==> config.mk <==
export PLATFORM = sky130hd
export DESIGN_NAME = blink_sequencer
export DESIGN_NICKNAME = d
export VERILOG_FILES = /design/src/rtl/blink_sequencer.sv
export SDC_FILE = /design/constraint.sdc
export NUM_CORES = 1
export LEC_CHECK = 0
export ABC_AREA = 1
export CAP_MARGIN = 20
export CORE_ASPECT_RATIO = 0.6
export CORE_MARGIN = 10
export CORE_UTILIZATION = 30
export DETAILED_ROUTE_END_ITERATION = 10
export GPL_ROUTABILITY_DRIVEN = 0
export PLACE_DENSITY = 0.53
export SYNTH_ARGS = -nofsm -noshare
export SYNTH_HDL_FRONTEND = slang
export SYNTH_SLANG_ARGS = --single-unit
==> constraint.sdc <==
create_clock -name clk -period 5.7 [get_ports clk]
set_input_delay 0.855 -clock clk [delete_from_list [all_inputs] [get_ports clk]]
set_output_delay 0.855 -clock clk [all_outputs]
set_load 0.05 [all_outputs]
==> src/rtl/blink_sequencer.sv <==
// blink_sequencer: configurable LED blink pattern generator.
// A prescaler produces ticks; every cfg_period ticks the blink phase flips.
// Each 1->0 phase flip completes one full period and advances the step count.
// The run stops when stop is asserted. If repeat is off, it also ends after
// NUM_STEPS full periods with a one-cycle done pulse.
module blink_sequencer #(
    parameter int PRESCALE  = 5,
    parameter int NUM_STEPS = 8
) (
    input  logic       clk,
    input  logic       rst,
    input  logic       cfg_valid,
    output logic       cfg_ready,
    input  logic [7:0] cfg_period,
    input  logic [1:0] cfg_mode,
    input  logic       cfg_repeat,
    input  logic       start,
    input  logic       stop,
    output logic       tick,
    output logic [2:0] led,
    output logic       busy,
    output logic       done
);

    localparam int             PW           = (PRESCALE > 0) ? $clog2(PRESCALE + 1) : 1;
    localparam logic [PW-1:0]  PRESCALE_MAX = PW'(PRESCALE);
    localparam logic [7:0]     STEP_LAST    = 8'(NUM_STEPS);

    typedef enum logic [1:0] {
        IDLE = 2'd0,
        RUN  = 2'd1,
        DONE = 2'd2
    } state_t;

    state_t          state_reg, state_next;
    logic [7:0]      period_reg;
    logic [1:0]      mode_reg;
    logic            repeat_reg;
    logic [PW-1:0]   presc_reg, presc_next;
    logic [7:0]      half_reg, half_next;
    logic [7:0]      step_reg, step_next;
    logic            phase_reg, phase_next;
    logic [2:0]      led_reg, led_next;

    logic            cfg_load;
    logic            half_wrap;
    logic            period_end;
    logic            finish;
    logic [7:0]      step_inc;
    logic [7:0]      step_mod3;
    logic [2:0]      chase_led;

    assign cfg_ready = (state_reg == IDLE);
    assign busy      = (state_reg == RUN);
    assign done      = (state_reg == DONE);
    assign led       = led_reg;

    assign cfg_load   = cfg_valid && cfg_ready;
    assign tick       = (state_reg == RUN) && (presc_reg == PRESCALE_MAX);
    assign half_wrap  = tick && (half_reg == (period_reg - 8'd1));
    assign period_end = half_wrap && phase_reg;
    assign step_inc   = step_reg + 8'd1;
    assign finish     = period_end && !repeat_reg && (step_inc == STEP_LAST);

    // Chase pattern: one-hot position selected by step modulo 3
    assign step_mod3 = step_next % 8'd3;
    generate
        for (genvar gi = 0; gi < 3; gi++) begin : g_chase
            assign chase_led[gi] = (step_mod3 == 8'(gi));
        end
    endgenerate

    // Configuration registers: loaded only on an accepted handshake in IDLE
    always_ff @(posedge clk or negedge rst) begin
        if (!rst) begin
            period_reg <= 8'd1;
            mode_reg   <= 2'd0;
            repeat_reg <= 1'b0;
        end else if (cfg_load) begin
            period_reg <= (cfg_period == 8'd0) ? 8'd1 : cfg_period;
            mode_reg   <= cfg_mode;
            repeat_reg <= cfg_repeat;
        end
    end

    // State and run-time counters
    always_ff @(posedge clk or negedge rst) begin
        if (!rst) begin
            state_reg <= IDLE;
            presc_reg <= '0;
            half_reg  <= 8'd0;
            step_reg  <= 8'd0;
            phase_reg <= 1'b0;
            led_reg   <= 3'b000;
        end else begin
            state_reg <= state_next;
            presc_reg <= presc_next;
            half_reg  <= half_next;
            step_reg  <= step_next;
            phase_reg <= phase_next;
            led_reg   <= led_next;
        end
    end

    // Next-state logic; stop always beats start and completion
    always_comb begin
        state_next = state_reg;
        case (state_reg)
            IDLE: if (start && !stop) state_next = RUN;
            RUN: begin
                if (stop)        state_next = IDLE;
                else if (finish) state_next = DONE;
            end
            DONE:    state_next = IDLE;
            default: state_next = IDLE;
        endcase
    end

    // Counter and LED update. Everything clears unless the run continues,
    // so each RUN entry starts from zero. The LED follows the new phase
    // in the same cycle.
    always_comb begin
        presc_next = '0;
        half_next  = 8'd0;
        step_next  = 8'd0;
        phase_next = 1'b0;
        led_next   = 3'b000;
        if (state_reg == RUN && state_next == RUN) begin
            presc_next = tick ? '0 : presc_reg + PW'(1);
            half_next  = half_wrap ? 8'd0 : (tick ? half_reg + 8'd1 : half_reg);
            phase_next = half_wrap ? ~phase_reg : phase_reg;
            step_next  = period_end ? step_inc : step_reg;
        end
        if (phase_next) begin
            case (mode_reg)
                2'd0:    led_next = 3'b111;
                2'd1:    led_next = chase_led;
                2'd2:    led_next = step_next[2:0];
                default: led_next = 3'b000;
            endcase
        end
    end

endmodule

==> metrics.yaml, run 1 <==
syn_inst: 326
status: "completed"
endpoint: "led[2]"
syn_avg_cell_area_sq_um: 7.453
layout_commonest_cell: "nand2_1"
synth-edff-count: 0
clockRootBuffer: "clkbuf_16"
area_delta_synth_final_pct: 26.42
critPathKind: "flip-flop to flip-flop"
wl_per_cell_um: 11.94
cpMaxStageDelayCell: "dfstp_2"
ir_worst_vdd_v: 0.0001323
critPathLaunchType: "flip-flop"
grt_pass1_vias: 1958
clockBufferDepth: 2
async_reset_ff_frac: 1.000
r2r_start: "period_reg[0]"
hold_slack_ns: 0.4619
finalCritPeriodShare: 0.9289
cts_buffers: 5
die_w_um: 136.2
power_density_nw_per_um2: 212.2
grt_max_degree: 37
leakage_nw: 1.434
ant_nets: 0
nets: 387
tightest_slew_ns: 0.8206
core_area_sq_um: 7883
crit_start: "period_reg[0]"
finalMaxSlewViolations: 0
final_hold_viol_count: 0
post_synth_num_cell_types: 34
grt_use_total: 0.09048
synth_seq_cells: 36
cts_hold_buf: 0
critPathRequiredTime_ns: 5.90
slowest_delay_ns: 0.53
start_util: 0.3083
fillers: 842
path_common_cell: "nand2_1"
ys_seq_area_frac: 0.3713
hold_class: "flip-flop to flip-flop"
clk_pin_slew_ns: 0.05
antenna_found_initial: 0
grt_pass1_wl_mm: 9.404
reg2reg_depth: 39
drc: 0
first_pass_iters: 4
viasPerCell: 4.427
htreeDepth: 2
max_freq_mhz: 188.9
fin_util: 0.3897
end_kind: "flip-flop"
timing.max_slew.rel_slack: 0.4530
r2r-end: "led[2]"
dieArea_sq_um: 12220
finClkSkew_ns: 0.006104
ff2ff_setup_slack_ns: 0.41
die_h_um: 89.71
clock_latency_ns: 0.28
antenna_cells: 0
ioPinCount: 23
cp.arrival_ns: 5.50
min_period_ns: 5.295
routed_wl_mm: 5.623
synth_area_sq_um: 2430
drt_iter0_markers: 104
crit_family: "simple AND/OR/NAND/NOR gates"
drive_gt1_frac: 0.1708
dp_hpwl_mm: 4.204
rows: 25
crit_cells: 39
grt_overflow_total: 0
max_cap_violations: 0
critPathBufInv: 5
cp_max_fo: 6
tritoncts: "yes"
cts_sinks: 36
syn_nets: 351
via_count: 2085
setup_viol: 0
final_cell_mix: "nand2_1 (77), inv_1 (51), dfrtp_1 (35)"
ys_warn_count: 0
ys.flop_type: "dfrtp_1"
portBuffers: 22
power breakdown:
group	internal (mW)	total, mW	switching [mW]
Sequential	0.271	0.287	0.0154
Clock	0.174	0.273	0.0986
Combinational	0.0434	0.0922	0.0488
Total	0.489	0.652	0.163
what timing repair did:
item                                   in CTS  in global routing
resized for setup                           0                 19
endpoints found under the hold margin       0                  0
setup endpoints to repair                   0                  3
setup buffers                               0                 10
synthesized netlist by cell type, types with 2 or more instances:
cell / n / area [sq um]
nor3b_1: 3 / 22.52
nor3_1: 4 / 20.02
nor2_2: 4 / 25.02
xor2_1: 11 / 96.34
o21ai_2: 2 / 17.52
mux2_2: 6 / 67.56
nor2_4: 2 / 22.52
o21ai_0: 12 / 60.06
nand2_2: 6 / 37.54
o21ai_1: 2 / 10.01
inv_1: 52 / 195.2
nand4_1: 13 / 81.33
nand2_1: 81 / 304.0
dfrtp_1: 35 / 875.8
xnor2_1: 8 / 70.07
nor2_1: 33 / 123.9
a21oi_1: 3 / 15.01
ha_1: 9 / 112.6
nor4_1: 2 / 12.51
nand3_2: 3 / 30.03
clkbuf_1: 2 / 7.510
nand3_1: 21 / 105.1
worst min-delay path by stage:
stage | startpoint | endpoint | slack (ns) | cells after the start
finish | presc_reg[0] | presc_reg[0] | 0.46 | 1
global route | presc_reg[0] | presc_reg[0] | 0.50 | 1
CTS | presc_reg[0] | presc_reg[0] | 0.47 | 1
detailed placement | presc_reg[0] | presc_reg[0] | 0.46 | 1
global placement | presc_reg[0] | presc_reg[0] | 0.46 | 1
floorplan | presc_reg[0] | presc_reg[0] | 0.44 | 1
metrics by stage:
| stage | cells | setup TNS (ns) | total power [mW] | setup WS (ns) | cell area, sq um |
|---|---|---|---|---|---|
| after floorplan | 326 | 0 | 0.3467 | 0.1005 | 2430 |
| after global placement | 453 | 0 | 0.3779 | 0.4186 | 2768 |
| after detailed placement | 453 | 0 | 0.3786 | 0.2086 | 2768 |
| after CTS | 461 | 0 | 0.6528 | 0.1371 | 2914 |
| after global routing | 471 | -0.2093 | 0.6867 | -0.1009 | 3072 |
| final | 471 | 0 | 0.6519 | 0.4053 | 3072 |
final cells by class:
| type | count | area [sq um] | share of cell area |
|---|---|---|---|
| inverter | 53 | 198.9 | 0.06477 |
| sequential | 36 | 902.1 | 0.2937 |
| tap | 108 | 135.1 | 0.04399 |
| clock buffer | 8 | 146.4 | 0.04766 |
| multi-input combinational | 233 | 1391 | 0.4530 |
| timing repair buffer | 33 | 297.8 | 0.09695 |
logic make-up after synthesis:
| group | after synthesis | share of synthesized area |
|---|---|---|
| and+or+nand+nor | 177 | 0.3445 |
| buffers and inverters | 57 | 0.09011 |
| DFF | 36 | 0.3713 |
| AOI/OAI and AO/OA | 22 | 0.05150 |
| xor gates and xnor gates | 19 | 0.06849 |
| adders and majority gates | 9 | 0.04634 |
| muxes | 6 | 0.02780 |
worst register-to-register path, delay by kind of cell, from the launching register on:
kind	cells	cell delay [ns]
flip-flops	1	0.53
XOR/XNOR	2	0.30
buffers and inverters	5	0.32
AND/OR/NAND/NOR	27	3.08
AO/OA/AOI/OAI	1	0.11
adder cells (fa/ha/maj)	4	0.87
layer usage:
layer / up-vias / global-route usage / part of all wire
met5: - / 0 / 0
met4: 0 / 0.01590 / 0.0052
met3: 2 / 0.02833 / 0.058
met2: 42 / 0.1149 / 0.38
met1: 940 / 0.1415 / 0.56
li1: 1101 / - / -
Note: power is estimated with default switching activity, not from simulation.
==> inputs of run 2 (changes only) <==
--- a/config.mk
+++ b/config.mk
@@ -5,7 +5,6 @@
 export SDC_FILE = /design/constraint.sdc
 export NUM_CORES = 1
 export LEC_CHECK = 0
-export ABC_AREA = 1
 export CAP_MARGIN = 20
 export CORE_ASPECT_RATIO = 0.6
 export CORE_MARGIN = 10
==> metrics.yaml, run 2 <==
yosysMostFrequentCell: "nand2_1"
antenna_found_initial: 0  # unchanged
htreeDepth: 2  # unchanged
max_freq_mhz: 188.2  # -0.37%
r2r-end: "led[0]"
dieArea_sq_um: 14310  # +17%
drc: 0  # unchanged
hold_slack_ns: 0.4735  # +0.01156 ns
grt_use_total: 0.1088  # +0.01836
finalMaxSlewViolations: 0  # unchanged
final_hold_viol_count: 0  # unchanged
ff2ff_setup_slack_ns: 0.39  # -0.02 ns
yosysTopAreaCellShare: 0.2974  # -0.06309
syn_nets: 375  # +6.8%
layout_commonest_cell: "nand2_1"
fin_util: 0.3797  # -0.009953
syn_avg_cell_area_sq_um: 8.415  # +13%
setup_viol: 0  # unchanged
drive_gt1_frac: 0.1590  # -0.01177
synth.area.top_cells: "dfrtp_1 (30%), nand2_1 (4.8%), nor2_1 (4.6%), xor2_1 (4.5%), ha_1 (3.8%)"
hold_class: "flip-flop to flip-flop"
timing.max_slew.rel_slack: 0.4255  # -0.02743
status: "completed"
final_cell_mix: "nand2_1 (38), nor2_1 (36), dfrtp_1 (35)"
die_w_um: 147.9  # +8.6%
cts_hold_buf: 0  # unchanged
leakage_nw: 1.469  # +2.4%
finalCritPeriodShare: 0.9324  # +0.003473
cts_buffers: 5  # unchanged
grt_overflow_total: 0  # unchanged
clock_latency_ns: 0.28  # about the same
rows: 27  # +8.0%
portBuffers: 22  # unchanged
critPathKind: "flip-flop to flip-flop"
ant_nets: 0  # unchanged
comb_power_share: 0.144  # +0.003
synth_seq_cells: 36  # unchanged
reg2reg_depth: 20  # -49%
clockBufferDepth: 2  # unchanged
power_density_nw_per_um2: 184.6  # -13%
die_h_um: 96.75  # +7.8%
intPower_mw: 0.4884  # -0.16%
min_period_ns: 5.314  # +0.01979 ns
syn_inst: 350  # +7.4%
drt_iter0_markers: 224  # +120%
post_synth_num_cell_types: 68  # +100%
routed_wl_mm: 7.873  # +40%
via_count: 2692  # +29%
clk_pin_slew_ns: 0.06  # about the same
viasPerCell: 5.373  # +21%
ys_warn_count: 0  # unchanged
synth_top_cells_by_count: "nand2_1 (38), nor2_1 (36), dfrtp_1 (35), o21ai_0 (22), xor2_1 (15)"
grt_pass1_vias: 2428  # +24%
critPathLaunchType: "flip-flop"
ys.flop_type: "dfrtp_1"
seq_power_share: 0.436  # -0.004
cts_sinks: 36  # unchanged
worstHoldStart: "presc_reg[0]"
tightest_slew_ns: 0.8617  # +0.04114 ns
dpl.cell_count: 492  # +8.6%
grt_pass1_wl_mm: 12.96  # +38%
rsz0062_at_grt: "no"
clock_power_share: 0.420  # about the same
fin_cells: 501  # +6.4%
switchingPower_mw: 0.1677  # +3.0%
async_reset_ff_frac: 1.000  # unchanged
yosysTopAreaCell: "dfrtp_1"
nets: 395  # +2.1%
ir_worst_vdd_v: 0.0001296  # -2.1%
antenna_cells: 0  # unchanged
ioPinCount: 23  # unchanged
end_kind: "flip-flop"
power.total_mw: 0.6561  # +0.64%
tritoncts: "yes"
tns_ns: 0  # unchanged
area_delta_synth_final_pct: 20.65
max_cap_violations: 0  # unchanged
core_area_sq_um: 9358  # +19%
critPathRequiredTime_ns: 5.90  # about the same
wl_per_cell_um: 15.71  # +32%
synth_area_sq_um: 2945  # +21%
grt_max_degree: 37  # unchanged
first_pass_iters: 4  # unchanged
start_util: 0.3147  # +0.006494
switching_share: 0.2556  # +0.005966
r2r_start: "period_reg[0]"
clockRootBuffer: "clkbuf_16"
finClkSkew_ns: 0.006442  # +0.0003375 ns
holdPathEnd: "presc_reg[0]"
cp.arrival_ns: 5.52  # +0.02 ns
synth-edff-count: 0  # unchanged
cp_max_fo: 9  # +3
dp_hpwl_mm: 6.012  # +43%
hold_depth: 1  # unchanged
ys_seq_area_frac: 0.3063  # -0.06498
==> run 2: cell count changes after synthesis, sizes merged, moves of 6 or more <==
cell    change
and3        +7
inv        -42
clkbuf     +11
o211ai      +6
nand2      -49
o21ai      +11
nand3      -11
xnor2       +6
a21oi      +10
==> run 2: timing repair <==
| action | 4_1_cts | 5_1_grt |
|---|---|---|
| setup buffers | 0 | 1 |
| resized for setup | 0 | 13 |
| setup endpoints to repair | 0 | 3 |
==> run 2: how the worst max path moves through the flow <==
stage	endpoint	from	slack, ns
floorplan	led[2]	state_reg[1]	0.08
global placement	led[0]	period_reg[2]	0.12
detailed placement	led[2]	period_reg[0]	0.06
CTS	led[2]	period_reg[0]	0.02
global route	led[2]	period_reg[0]	0.02
finish	led[0]	period_reg[0]	0.39
==> run 2: power by group through the flow <==
stage | Sequential (mW) | Combinational [mW] | Clock [mW]
floorplan | 0.285 | 0.0634 | 0
global placement | 0.289 | 0.0954 | 0
detailed placement | 0.290 | 0.0946 | 0
CTS | 0.285 | 0.0953 | 0.282
global route | 0.288 | 0.104 | 0.296
finish | 0.286 | 0.0946 | 0.276
==> run 2: cell families (layout without fill, tap and decap cells) <==
logic type               after synthesis  in the layout  synth area share
XOR/XNOR                              29             29           0.09388
AO/OA/AOI/OAI                         84             84            0.1992
multiplexers                          13             13           0.04970
adder cells (fa/ha/maj)                9              9           0.03823
AND/OR/NAND/NOR                      148            148            0.2676
buffers and inverters                 31             52           0.04503
flip-flops                            36             36            0.3063
==> run 2: critical path, stage by stage (launching register included) <==
cell	delay, ns
dfstp_2	0.55
inv_1	0.05
ha_1	0.27
o31ai_1	0.25
a221o_1	0.18
nand2_1	0.05
nor4_1	0.27
buf_4	0.19
ha_4	0.21
nand4_4	0.19
o21a_2	0.35
or4_4	0.57
nand3_1	0.12
nand2_1	0.10
o41ai_4	0.31
or2_1	0.23
o211ai_2	0.14
ha_1	0.23
a2111o_1	0.47
o41ai_1	0.34
o21bai_1	0.17
==> run 2: final cells by class <==
class	instances	area, sq um
Tap cell	130	162.7
Timing Repair Buffer	33	297.8
Clock buffer	6	138.9
Fill cell	968	5804
Sequential cell	36	902.1
Multi-Input combinational cell	283	2001
Inverter	11	41.29
Clock inverter	2	10.01
==> run 2: through the flow <==
stage | worst slack, ns | area, sq um
after floorplan | 0.08167 | 2948
after global placement | 0.1225 | 3309
after detailed placement | 0.06138 | 3309
after CTS | 0.01877 | 3458
after global routing | 0.02042 | 3553
final | 0.3855 | 3553
==> run 2: metal layers <==
metal | vias up | wire, um | global-route usage
met2 | 76 | 3026 | 0.1368
li1 | 1321 | - | -
met4 | 0 | 48 | 0.02410
met5 | - | 0 | 0
met1 | 1287 | 4359 | 0.1713
met3 | 8 | 438 | 0.03109
